`src/rtl/sample_packer.sv`:
```
// Packs 4-bit samples LSB-first into 16-bit words and queues them in a DEPTH-word FIFO.
// Optional per-word parity output is enabled with the SAMPLE_PACKER_PARITY_EN macro.
module sample_packer #(
    parameter int DEPTH = 4
) (
    input  logic        clock,
    input  logic        clear,
    input  logic        in_valid,
    input  logic [3:0]  in_data,
    output logic        out_valid,
    input  logic        out_ready,
    output logic [15:0] out_data,
    output logic        overflow,
`ifdef SAMPLE_PACKER_PARITY_EN
    output logic        out_parity,
`endif
    output logic [7:0]  drop_count
);

    localparam int PW = $clog2(DEPTH);

    logic [1:0]    r_slot;
    logic [11:0]   r_partial;
    logic [15:0]   r_mem [DEPTH];
    logic [PW-1:0] r_wr_ptr;
    logic [PW-1:0] r_rd_ptr;
    logic [PW:0]   r_count;
    logic          r_overflow;
    logic [7:0]    r_drop_count;

    logic          w_push;
    logic          w_pop;
    logic          w_full;
    logic          w_push_ok;
    logic          w_drop;
    logic          w_out_valid;
    logic [15:0]   w_word;

    // The word completes on the edge that takes sample 3, so it goes straight to the FIFO.
    assign w_word      = {in_data, r_partial};
    assign w_push      = in_valid & ~clear & (r_slot == 2'd3);
    assign w_out_valid = (r_count != '0);
    assign w_full      = (r_count == (PW + 1)'(DEPTH));
    assign w_pop       = w_out_valid & out_ready & ~clear;
    assign w_push_ok   = w_push & (~w_full | w_pop);
    assign w_drop      = w_push & w_full & ~w_pop;

    always_ff @(posedge clock) begin
        if (clear) begin
            r_slot    <= 2'd0;
            r_partial <= 12'h000;
        end else if (in_valid) begin
            r_slot <= r_slot + 2'd1;
            case (r_slot)
                2'd0:    r_partial[3:0]  <= in_data;
                2'd1:    r_partial[7:4]  <= in_data;
                2'd2:    r_partial[11:8] <= in_data;
                default: r_partial       <= 12'h000;
            endcase
        end
    end

    always_ff @(posedge clock) begin
        if (clear) begin
            r_wr_ptr     <= '0;
            r_rd_ptr     <= '0;
            r_count      <= '0;
            r_overflow   <= 1'b0;
            r_drop_count <= 8'd0;
        end else begin
            if (w_pop) r_rd_ptr <= r_rd_ptr + 1'b1;
            if (w_push_ok) r_wr_ptr <= r_wr_ptr + 1'b1;
            case ({w_push_ok, w_pop})
                2'b10:   r_count <= r_count + 1'b1;
                2'b01:   r_count <= r_count - 1'b1;
                default: r_count <= r_count;
            endcase
            if (w_drop) begin
                r_overflow <= 1'b1;
                if (r_drop_count != 8'hFF) r_drop_count <= r_drop_count + 8'd1;
            end
        end
    end

    always_ff @(posedge clock) begin
        if (w_push_ok) r_mem[r_wr_ptr] <= w_word;
    end

    // Storage is not reset; the empty-gating below keeps out_data at zero after clear.
    assign out_valid  = w_out_valid;
    assign out_data   = w_out_valid ? r_mem[r_rd_ptr] : 16'h0000;
    assign overflow   = r_overflow;
    assign drop_count = r_drop_count;

`ifdef SAMPLE_PACKER_PARITY_EN
    logic r_par [DEPTH];

    always_ff @(posedge clock) begin
        if (w_push_ok) r_par[r_wr_ptr] <= ^w_word;
    end

    assign out_parity = w_out_valid ? r_par[r_rd_ptr] : 1'b0;
`endif

endmodule

```
`config.mk`:
```
export PLATFORM = sky130hd
export DESIGN_NAME = sample_packer
export DESIGN_NICKNAME = d
export VERILOG_FILES = /design/src/rtl/sample_packer.sv
export SDC_FILE = /design/constraint.sdc
export NUM_CORES = 1
export LEC_CHECK = 0
export CORE_MARGIN = 2
export CORE_UTILIZATION = 60
export CTS_BUF_LIST = sky130_fd_sc_hd__clkbuf_2
export DETAILED_ROUTE_END_ITERATION = 12
export GPL_TIMING_DRIVEN = 0
export PLACE_DENSITY = 0.92
export SLEW_MARGIN = 0
export SYNTH_ARGS = -nofsm -noshare
export SYNTH_HDL_FRONTEND = slang
export SYNTH_SLANG_ARGS = --single-unit
```
`constraint.sdc`:
```
create_clock -name clock -period 4.7 [get_ports clock]
set_clock_uncertainty 0.05 [all_clocks]
set_input_delay 0.94 -clock clock [delete_from_list [all_inputs] [get_ports clock]]
set_output_delay 0.94 -clock clock [all_outputs]
set_load 0.005 [all_outputs]
```
==> Implementation_results.wiki <==
{| class="wikitable"
! Metric !! Value
|-
| CP top delay family || buffers and inverters
|-
| #FFs+latches synth || 96
|-
| Relative contribution of combinational cells to total power || 0.045
|-
| Diodes inserted || 0
|-
| Detailed-route DRC error count || 0
|-
| Area post-placement || 0.00440 mm²
|-
| Setup violation total in the final timing report || 0
|-
| Overall overflow remaining after global route || 0
|-
| H-tree depth reported by CTS || 3
|-
| Vias in the first global route || 2,460
|-
| Critical path buffer and inverter count || 3
|-
| Nets || 343
|-
| Starting Density || 0.627
|-
| Via count || 2,453
|-
| R2r startpoint || r_slot[0]$_SDFFE_PP0P_
|-
| Number of cells on the worst reg-to-reg path || 4
|-
| Overall global routing resource usage || 0.209
|-
| Wire length per cell after detailed routing || 17.8 µm
|-
| Gp weighted congestion || 0.780
|-
| Die Y-Extent || 85.7 µm
|-
| First-pass iteration count of the detailed router || 4
|-
| Unrepaired setup endpoints after global routing || false
|-
| Switching power share of the total || 0.233
|-
| Register area share after synthesis || 0.640
|-
| Ratio of total power to cell area || 288 mW/mm²
|-
| Chain of cells forming the critical path || buf_1 -> clkbuf_1 -> mux4_2 -> and2_1 -> clkdlybuf4s50_1
|-
| CP startpoint kind || register
|-
| Initial antenna violation count || 0
|-
| Internal portion of total power || 993 µW
|-
| Final HPWL from detailed placement || 4880 µm
|-
| Clock sinks || 96
|-
| Number of port buffers || 30
|-
| Largest net degree at the start of global routing || 17
|-
| Syn Inst Count || 284
|-
| CP max stage cell || sky130_fd_sc_hd__clkbuf_1
|-
| Maximum root-to-sink buffer count || 2
|-
| Fillers || 427
|-
| Area of all placed cells without fillers || 0.00449 mm²
|-
| Clock latency at the later pin of the worst-skew pair || 500 ps
|-
| Wire length after detailed routing || 7240 µm
|-
| Outcome || finished clean
|-
| CTS-repair resized insts || 0
|-
| Top-count cell post-synth || sky130_fd_sc_hd__edfxtp_1
|-
| Share of total power in sequential cells || 0.705
|-
| Total clock buffers created by CTS || 9
|-
| Critical path peak fanout || 10
|-
| Number of stages on the worst hold path || 2
|-
| Min-Delay Path Class || reg2reg
|-
| Highest achievable clock rate || 0.263 GHz
|-
| Crit Path Class || reg2out
|-
| Required @ worst endpoint || 3710 ps
|-
| Data arrival time of the critical path || 2820 ps
|-
| Yosys warnings || 0
|-
| Die W || 85.7 µm
|-
| Core Area || 0.00639 mm²
|-
| Number of stages on the worst setup path || 5
|-
| Worst Setup End Kind || output port
|-
| Post CTS Setup Buffer Count || 0
|-
| Synthesized Nets || 302
|-
| Slew Limit Fails || 0
|-
| Number of placed instances with taps included || 391
|-
| Leading post-synthesis cells by cell area || sky130_fd_sc_hd__edfxtp_1, sky130_fd_sc_hd__dfxtp_1, sky130_fd_sc_hd__mux4_2
|-
| Share of cells above drive strength 1 || 0.133
|-
| Area growth from synthesis to final layout || 12.0%
|-
| Clock transition time at the flip-flop clock pins of the worst setup and hold paths || 240 ps
|-
| Worst Min Path Start || drop_count[5]$_SDFFE_PP0P_
|-
| Share of Yosys cell area claimed by the top area cell type || 0.480
|-
| Synth area leader || sky130_fd_sc_hd__edfxtp_1
|-
| Combined area of all synthesized cells || 0.00401 mm²
|-
| Number of synthesized flops with an enable pin || 64
|-
| Time the final worst path needs with I/O delays and setup || 3810 ps
|-
| Switching power total || 301 µW
|-
| Number of core rows || 29
|-
| Share of async-settable or async-resettable flops after synthesis || 0
|-
| First-pass GRT wire length || 11,600 µm
|-
| Relative slew slack || 0.427
|-
| CTS tree || yes
|-
| Largest incremental delay on the critical path || 570 ps
|-
| Non-filler cells in the finished layout || 407
|-
| Total negative slack || 0 ps
|-
| Most used DFF post-synth || sky130_fd_sc_hd__edfxtp_1
|-
| Pin slew with the least headroom to its limit || 860 ps
|-
| Number of hold violations in the final report || 0
|-
| Full die area || 0.00735 mm²
|-
| Post-DR vias/cell || 6.03
|-
| Count of routing violations after the opening detailed-route iteration || 200
|-
| IO Pins || 34
|-
| Post-synth top cells || sky130_fd_sc_hd__edfxtp_1, sky130_fd_sc_hd__dfxtp_1, sky130_fd_sc_hd__a21oi_1
|-
| Final critical-path share of the clock period || 0.811
|-
| Antenna-violating nets left || 0
|-
| Max rail drop VDD || 163 µV
|-
| Total design power || 1.29 mW
|-
| Post-synthesis area per instance || 14.1 µm²
|-
| Max-Cap Viols || 0
|-
| Hold bufs inserted after CTS || 0
|-
| LEAKAGE || 1.42 nW
|-
| Synth cell types || 43
|-
| Root buffer cell || sky130_fd_sc_hd__clkbuf_2
|-
| Part of the total power dissipated in the clock network || 0.251
|}
[logic make-up after synthesis]
kind of cell               synth area share
buffers and inverters                0.0256
AOI/OAI and AO/OA                    0.0531
and+or+nand+nor                       0.138
adders and majority gates            0.0331
xor gates and xnor gates             0.0131
DFF                                   0.640
muxes                                0.0974
[sequential cells by signal, indices dropped and copies added (netlist names), named ones only]
| register | cells |
|---|---|
| r_mem | 64 |
| r_rd_ptr | 2 |
| r_slot | 2 |
| overflow | 1 |
| drop_count | 8 |
| r_wr_ptr | 2 |
| r_partial | 12 |
| r_count | 3 |
[metrics by stage]
| stage | hold WS, ps | utilization | worst slack [ps] |
|---|---|---|---|
| after floorplan | 409 | - | 2050 |
| after global placement | 413 | 0.689 | 1540 |
| after detailed placement | 410 | 0.689 | 1470 |
| after CTS | 466 | 0.703 | 846 |
| after global routing | 483 | 0.703 | 799 |
| final | 462 | 0.703 | 891 |
[tightest hold or removal path, stage by stage (launching register included)]
cell	delay, ps
sky130_fd_sc_hd__dfxtp_1	390
sky130_fd_sc_hd__o41ai_1	60
sky130_fd_sc_hd__a21oi_1	50
[path summary, 6_finish.rpt]
| path | slack, ps | to |
|---|---|---|
| max | 890 | out_data[13] |
| max reg2reg | 2080 | r_mem[3][0]$_DFFE_PP_ |
| min | 460 | drop_count[5]$_SDFFE_PP0P_ |
| min reg2reg | 460 | drop_count[5]$_SDFFE_PP0P_ |
[layout make-up]
cell class | count | area [µm²] | share of cell area
Buffer | 15 | 72.6 | 0.0162
Tap cell | 77 | 96.3 | 0.0215
Multi-Input combinational cell | 165 | 1340 | 0.299
Sequential cell | 96 | 2560 | 0.571
Timing Repair Buffer | 30 | 300 | 0.0669
Clock inverter | 7 | 38.8 | 0.00864
Clock buffer | 9 | 45.0 | 0.0100
Inverter | 8 | 30.0 | 0.00669
[power by group through the flow]
stage	sequential, mW	combinational (mW)	clock [mW]
global placement	0.928	0.0543	0
floorplan	0.926	0.0382	0
CTS	0.911	0.0574	0.330
finish	0.911	0.0578	0.324
global route	0.913	0.0637	0.356
detailed placement	0.929	0.0573	0
[placed cells by master, fill, tap and decap left out, types with 2 or more instances in the layout]
master / count
sky130_fd_sc_hd__o21ai_0: 2
sky130_fd_sc_hd__a21oi_1: 21
sky130_fd_sc_hd__edfxtp_1: 64
sky130_fd_sc_hd__clkinv_1: 3
sky130_fd_sc_hd__nor2_1: 12
sky130_fd_sc_hd__nand2_1: 17
sky130_fd_sc_hd__dfxtp_1: 32
sky130_fd_sc_hd__clkbuf_2: 9
sky130_fd_sc_hd__nand3_1: 20
sky130_fd_sc_hd__inv_1: 8
sky130_fd_sc_hd__ha_1: 9
sky130_fd_sc_hd__and4_1: 2
sky130_fd_sc_hd__clkdlybuf4s50_1: 30
sky130_fd_sc_hd__o31ai_1: 3
sky130_fd_sc_hd__or4_1: 5
sky130_fd_sc_hd__mux2i_1: 3
sky130_fd_sc_hd__buf_2: 4
sky130_fd_sc_hd__o41ai_1: 2
sky130_fd_sc_hd__clkinv_2: 2
sky130_fd_sc_hd__or3b_2: 3
sky130_fd_sc_hd__mux4_2: 16
sky130_fd_sc_hd__and2_1: 20
sky130_fd_sc_hd__clkbuf_1: 8
sky130_fd_sc_hd__xor2_1: 2
sky130_fd_sc_hd__nor3_1: 2
sky130_fd_sc_hd__or3_2: 2
sky130_fd_sc_hd__xnor2_1: 4
sky130_fd_sc_hd__nor2b_1: 2
sky130_fd_sc_hd__clkinv_4: 2
sky130_fd_sc_hd__nor3b_1: 2
sky130_fd_sc_hd__nand2b_1: 2
[per-layer routing]
layer | vias to the layer above | share of wire | global-route usage
li1 | 1146 | - | -
met1 | 1228 | 0.43 | 0.267
met2 | 71 | 0.51 | 0.347
met3 | 8 | 0.050 | 0.0385
met4 | 0 | 0.014 | 0.0981
met5 | - | 0 | 0
Note: power is estimated with default switching activity, not from simulation.
